$ cat config.mk
export PLATFORM = sky130hd
export DESIGN_NAME = hazard_scoreboard_flat
export DESIGN_NICKNAME = d
export VERILOG_FILES = /design/src/rtl/hazard_scoreboard_if.sv /design/src/rtl/hazard_scoreboard.sv /design/src/flat_wrapper.sv
export SDC_FILE = /design/constraint.sdc
export NUM_CORES = 1
export LEC_CHECK = 0
export CAP_MARGIN = 20
export CORE_ASPECT_RATIO = 1.2
export CORE_MARGIN = 2
export CORE_UTILIZATION = 52
export CTS_BUF_LIST = sky130_fd_sc_hd__clkbuf_4
export CTS_CLUSTER_DIAMETER = 100
export DETAILED_ROUTE_END_ITERATION = 6
export PLACE_DENSITY = 0.93
export SETUP_SLACK_MARGIN = 0.3
export SKIP_CTS_REPAIR_TIMING = 1
export SYNTH_ARGS = -nofsm -noshare
export SYNTH_HDL_FRONTEND = slang
export SYNTH_SLANG_ARGS = --single-unit
$ cat constraint.sdc
create_clock -name clk -period 2.3 [get_ports clk]
set_input_delay 0.46 -clock clk [delete_from_list [all_inputs] [get_ports clk]]
set_output_delay 0.46 -clock clk [all_outputs]
set_load 0.01 [all_outputs]
$ cat src/rtl/hazard_scoreboard_if.sv
// hazard_scoreboard_if: issue/source/branch inputs and forward/stall/flush outputs of the hazard unit
//   master: datapath side; drives the iss_*, src_* and branch_taken_e signals and reads the controls
//   slave : hazard unit side; reads the datapath signals and drives fwd_sel, stall_*, flush_*, stall_count
interface hazard_scoreboard_if #(
    parameter int NUM_SRC = 4,
    parameter int NUM_WP  = 2,
    parameter int REG_AW  = 4,
    parameter int FWD_W   = 3
) ();
    logic                        iss_valid;
    logic [NUM_WP-1:0]           iss_we;
    logic [NUM_WP*REG_AW-1:0]    iss_wa;
    logic                        iss_load;
    logic [NUM_SRC*REG_AW-1:0]   src_ra_d;
    logic [NUM_SRC-1:0]          src_used_d;
    logic [NUM_SRC*REG_AW-1:0]   src_ra_e;
    logic [NUM_SRC-1:0]          src_used_e;
    logic                        branch_taken_e;
    logic [NUM_SRC*FWD_W-1:0]    fwd_sel;
    logic                        stall_f;
    logic                        stall_d;
    logic                        flush_d;
    logic                        flush_e;
    logic [31:0]                 stall_count;

    modport master (
        output iss_valid, iss_we, iss_wa, iss_load, src_ra_d, src_used_d,
               src_ra_e, src_used_e, branch_taken_e,
        input  fwd_sel, stall_f, stall_d, flush_d, flush_e, stall_count
    );

    modport slave (
        input  iss_valid, iss_we, iss_wa, iss_load, src_ra_d, src_used_d,
               src_ra_e, src_used_e, branch_taken_e,
        output fwd_sel, stall_f, stall_d, flush_d, flush_e, stall_count
    );
endinterface

$ cat src/rtl/hazard_scoreboard.sv
// hazard_scoreboard: tracks in-flight destination tags and drives forward selects, load-use stall and flushes
//   clk   : rising-edge clock
//   reset : synchronous active-high; clears all tags and the stall counter
//   bus   : hazard_scoreboard_if.slave (issue fields, Decode/Execute sources, branch in; controls out)
module hazard_scoreboard #(
    parameter int NUM_SRC    = 4,
    parameter int NUM_WP     = 2,
    parameter int DEPTH      = 2,
    parameter int REG_AW     = 4,
    parameter int FWD_W      = 3,
    parameter int LOAD_AVAIL = 2,
    parameter int PC_REG     = 15
) (
    input  logic                 clk,
    input  logic                 reset,
    hazard_scoreboard_if.slave   bus
);
    typedef struct packed {
        logic                     valid;
        logic [NUM_WP-1:0]        we;
        logic [NUM_WP*REG_AW-1:0] wa;
        logic                     load;
    } tag_t;

    localparam logic [REG_AW-1:0] PC = REG_AW'(PC_REG);

    tag_t                      ent [0:DEPTH];
    tag_t                      iss_tag;
    logic                      lu;
    logic                      branch;
    logic                      flush_e;
    logic [NUM_SRC*FWD_W-1:0]  fwd;
    logic [31:0]               cnt;

    assign branch  = bus.branch_taken_e;
    assign flush_e = lu || branch;
    assign iss_tag = {1'b1, bus.iss_we, bus.iss_wa, bus.iss_load};

    // Load-use: a load whose port0 result is not yet available when the Decode reader reaches Execute.
    always_comb begin
        lu = 1'b0;
        for (int i = 0; i < NUM_SRC; i++)
            for (int k = 0; k <= LOAD_AVAIL - 2; k++)
                if (ent[k].valid && ent[k].load && ent[k].we[0] &&
                    ent[k].wa[REG_AW-1:0] == bus.src_ra_d[i*REG_AW +: REG_AW] &&
                    bus.src_used_d[i] && bus.src_ra_d[i*REG_AW +: REG_AW] != PC)
                    lu = 1'b1;
    end

    // Scan oldest-to-youngest, highest port first, so the youngest stage / lowest port overwrites last.
    always_comb begin
        fwd = '0;
        for (int i = 0; i < NUM_SRC; i++)
            for (int s = DEPTH; s >= 1; s--)
                for (int p = NUM_WP - 1; p >= 0; p--)
                    if (ent[s].valid && ent[s].we[p] &&
                        ent[s].wa[p*REG_AW +: REG_AW] == bus.src_ra_e[i*REG_AW +: REG_AW] &&
                        !(p == 0 && ent[s].load && s < LOAD_AVAIL) &&
                        bus.src_used_e[i] && bus.src_ra_e[i*REG_AW +: REG_AW] != PC)
                        fwd[i*FWD_W +: FWD_W] = FWD_W'(1 + (s - 1) * NUM_WP + p);
    end

    always_ff @(posedge clk) begin
        if (reset) begin
            for (int k = 0; k <= DEPTH; k++)
                ent[k] <= '0;
            cnt <= '0;
        end else begin
            ent[0] <= (bus.iss_valid && !flush_e) ? iss_tag : '0;
            for (int k = 1; k <= DEPTH; k++)
                ent[k] <= ent[k-1];
            if (lu && !branch && cnt != 32'hFFFF_FFFF)
                cnt <= cnt + 32'd1;
        end
    end

    assign bus.fwd_sel     = fwd;
    assign bus.stall_f     = lu && !branch;
    assign bus.stall_d     = lu && !branch;
    assign bus.flush_d     = branch;
    assign bus.flush_e     = flush_e;
    assign bus.stall_count = cnt;
endmodule
$ cat src/flat_wrapper.sv
// flat-port wrapper written by rule: the top's interface ports become plain ports
module hazard_scoreboard_flat 
#(
    parameter int NUM_SRC    = 4,
    parameter int NUM_WP     = 2,
    parameter int DEPTH      = 2,
    parameter int REG_AW     = 4,
    parameter int FWD_W      = 3,
    parameter int LOAD_AVAIL = 2,
    parameter int PC_REG     = 15
)
  (clk, reset, bus_iss_valid, bus_iss_we, bus_iss_wa, bus_iss_load, bus_src_ra_d, bus_src_used_d, bus_src_ra_e, bus_src_used_e, bus_branch_taken_e, bus_fwd_sel, bus_stall_f, bus_stall_d, bus_flush_d, bus_flush_e, bus_stall_count);
  hazard_scoreboard_if #(.NUM_SRC(NUM_SRC), .NUM_WP(NUM_WP), .REG_AW(REG_AW), .FWD_W(FWD_W)) bus_i ();
  input  logic clk;
  input  logic reset;
  input wire logic [$bits(bus_i.iss_valid)-1:0] bus_iss_valid;
  input wire logic [$bits(bus_i.iss_we)-1:0] bus_iss_we;
  input wire logic [$bits(bus_i.iss_wa)-1:0] bus_iss_wa;
  input wire logic [$bits(bus_i.iss_load)-1:0] bus_iss_load;
  input wire logic [$bits(bus_i.src_ra_d)-1:0] bus_src_ra_d;
  input wire logic [$bits(bus_i.src_used_d)-1:0] bus_src_used_d;
  input wire logic [$bits(bus_i.src_ra_e)-1:0] bus_src_ra_e;
  input wire logic [$bits(bus_i.src_used_e)-1:0] bus_src_used_e;
  input wire logic [$bits(bus_i.branch_taken_e)-1:0] bus_branch_taken_e;
  output wire logic [$bits(bus_i.fwd_sel)-1:0] bus_fwd_sel;
  output wire logic [$bits(bus_i.stall_f)-1:0] bus_stall_f;
  output wire logic [$bits(bus_i.stall_d)-1:0] bus_stall_d;
  output wire logic [$bits(bus_i.flush_d)-1:0] bus_flush_d;
  output wire logic [$bits(bus_i.flush_e)-1:0] bus_flush_e;
  output wire logic [$bits(bus_i.stall_count)-1:0] bus_stall_count;
  assign bus_i.iss_valid = bus_iss_valid;
  assign bus_i.iss_we = bus_iss_we;
  assign bus_i.iss_wa = bus_iss_wa;
  assign bus_i.iss_load = bus_iss_load;
  assign bus_i.src_ra_d = bus_src_ra_d;
  assign bus_i.src_used_d = bus_src_used_d;
  assign bus_i.src_ra_e = bus_src_ra_e;
  assign bus_i.src_used_e = bus_src_used_e;
  assign bus_i.branch_taken_e = bus_branch_taken_e;
  assign bus_fwd_sel = bus_i.fwd_sel;
  assign bus_stall_f = bus_i.stall_f;
  assign bus_stall_d = bus_i.stall_d;
  assign bus_flush_d = bus_i.flush_d;
  assign bus_flush_e = bus_i.flush_e;
  assign bus_stall_count = bus_i.stall_count;
  hazard_scoreboard #(.NUM_SRC(NUM_SRC), .NUM_WP(NUM_WP), .DEPTH(DEPTH), .REG_AW(REG_AW), .FWD_W(FWD_W), .LOAD_AVAIL(LOAD_AVAIL), .PC_REG(PC_REG)) u_core (.clk(clk), .reset(reset), .bus(bus_i));
endmodule
==> metrics.yaml <==
synth:
  synthTopCellsByArea: "dfxtp_1, xnor2_1, nor2b_1"
  postSynth.asyncResetShare: 0
  ys.flop_type: "dfxtp_1"
  ys_ff_latch: 67
  syn-num-nets: 555
  synth_edf_count: 0
  syn-instance-count: 499
  post-synth-top-area-cell: "dfxtp_1"
  synth_top_area_share: 0.3015
  yosysSeqAreaShare: 0.3015
  netlist_area_um2: 4448
  yosys_warnings: 0
  avgSynthCellArea_um2: 8.914
  synth_cell_type_count: 53
route:
  first_iter_violations: 256
  num_vias: 4459
  drc: 0
  via_per_inst: 5.937
  routed_wl_um: 16250
  avgRoutedWirePerCell_um: 21.64
  antenna_left: 0
  firstDrtPassIters: 4
timing:
  timing.fmax_mhz: 396.0
  drv_slew: 0
  fin_ws_ps: -225.0
  rsz0062_at_grt: "yes"
  setup_viol: 38
  max_slew_margin: 0.6796
  hold_viol: 0
  worst_slew_pin_slew_ps: 476.9
  period_minus_slack_ps: 2525
  finalCritPeriodShare: 1.098
  fin_skew_ps: 22.38
  setup_tns_ps: -3572
clock_network:
  path_clk_slew_ps: 120
  cts-root-buf: "clkbuf_4"
  htreeDepth: 3
  cts_tree: "yes"
  clock_latency_ps: 450
  cts_buffer_depth: 2
  cts.sinks: 67
  cts_buffers: 9
place:
  dpl_cell_area_um2: 5781
  port_buffers: 102
  gp_congestion: 0.9473
  hpwl_um: 8901
  dp_cells: 710
cells_and_area:
  syn_to_final_growth_pct: 56.51
  drive_gt1_frac: 0.4223
  diodes: 0
  fin_area_um2: 6962
  post-route-util: 0.8492
  instances_no_fill: 751
  num-nets-final: 688
worst_setup_path:
  crit_start: "u_core.ent[0][0]"
  reg2reg_from: "u_core.ent[0][0]"
  required_ps: 1840
  critPathCaptureType: "primary output"
  crit_path_max_fanout: 3
  worstSetupPathType: "reg -> out"
  cp.arrival_ps: 2060
  cp-start-kind: "register"
floorplan:
  core-area_um2: 8198
  num_io_pins: 103
  fp.dieH_um: 105.3
  die_w_um: 88.43
  rows: 36
  fp.dieArea_um2: 9313
  start_util: 0.5426
grt:
  first_global_vias: 4088
  track_usage: 0.2614
  grt_max_degree: 51
  antenna_found_initial: 0
  grt.overflow.total: 0
  grt_pass1_wl_um: 19250
hold_path:
  min_from: "u_core.ent[0][7]"
  worstHoldPathType: "reg -> reg"
pwr:
  p_leak_nw: 2.732
  power_density_nw_per_um2: 346.6
  p_total_mw: 2.413
  vdd_drop_max_mv: 0.4733
flow_run:
  max_cap_viol_count: 0
status:
  status: "complete, but fails checks"
  violations: "negative setup slack"
worst max-delay path, cell delays in order (launching register included):
cell and delay (ps):
dfxtp_1 370, nand3_1 130, a41o_1 260, nor4_2 200, a31oi_1 140, o21a_2 170, buf_4 150, nor2_4 100
buf_6 110
per-stage QoR:
| stage | hold WS [ps] | setup slack [ps] |
|---|---|---|
| after floorplan | 413.8 | 248.2 |
| after global placement | 417.5 | -590.3 |
| after detailed placement | 426.8 | -618.6 |
| after CTS | 453.6 | -625.8 |
| after global routing | 469.2 | -361.1 |
| final | 460.4 | -225.0 |
cells in the mapped netlist (all sizes together), types with 4 or more instances:
cell	n
nand2b	4
xnor2	49
xor2	31
and3	4
mux2	28
a21oi	4
buf	15
inv	6
nand2	15
nor2b	51
nor2	38
nor4	34
and2	11
nand4	21
nand3	29
nor3	17
dfxtp	67
clkbuf	41
cell type report:
| class | count | area [um^2] |
|---|---|---|
| multi-input cells | 373 | 3520 |
| repair buffers | 175 | 1717 |
| clock buffers | 11 | 82.58 |
| clock inverters | 5 | 63.81 |
| well taps | 114 | 142.6 |
| fillers | 395 | 1236 |
| inverters | 6 | 22.52 |
| flip-flops and latches | 67 | 1414 |
layer usage:
layer | vias to the layer above | global-route usage | wire length (um)
met1 | 2139 | 0.2897 | 5733
met4 | 0 | 0.1277 | 1011
met5 | - | 0 | 0
li1 | 1975 | - | -
met3 | 92 | 0.04385 | 955
met2 | 253 | 0.4689 | 8551
cells in the final DEF (no fill, tap or decap), types with 3 or more instances in the layout:
cell type / count
nand3_2: 3
o41ai_2: 3
xnor2_2: 11
buf_6: 16
mux2_2: 3
buf_12: 7
clkinv_4: 3
nand2_2: 4
dlymetal6s2s_1: 22
nor4_2: 11
dfxtp_2: 22
nor4b_4: 3
nand4_1: 19
nor3_4: 6
and2b_4: 3
dfxtp_4: 12
nand3_4: 5
nor3_2: 5
nand2b_1: 4
nor2b_1: 51
xor2_2: 4
nor4_4: 21
clkbuf_4: 11
clkdlybuf4s50_1: 63
o21ai_0: 3
nand3_1: 21
xnor2_1: 37
clkbuf_2: 4
and2_1: 11
buf_2: 8
buf_4: 54
nor3_1: 6
dfxtp_1: 33
inv_1: 6
nor2_1: 35
mux2_4: 23
nand2_1: 9
xor2_1: 27
sequential cells by signal (all words and copies together) (netlist names):
| signal | flops |
|---|---|
| u_core.bus.stall_count | 32 |
| u_core.ent | 35 |
cell families after synthesis:
logic type,after synthesis,synth area share
buffers and inverters,62,0.07792
AO/OA/AOI/OAI,15,0.02222
adder cells (fa/ha/maj),1,0.002812
multiplexers,29,0.07820
XOR/XNOR,80,0.1575
AND/OR/NAND/NOR,245,0.3598
flip-flops,67,0.3015
final timing paths:
kind,cells after the start,slack [ps],endpoint
setup reg to reg,10,-210,u_core.bus.stall_count[19]
setup / recovery,8,-220,bus_stall_d
hold / removal,1,460,u_core.ent[0][19]
hold reg to reg,1,460,u_core.ent[0][19]
where the power goes:
part	switching, mW	internal, mW
clock	0.474	0.361
sequential	0.0181	1.16
combinational	0.196	0.204
Note: power is estimated with default switching activity, not from simulation.
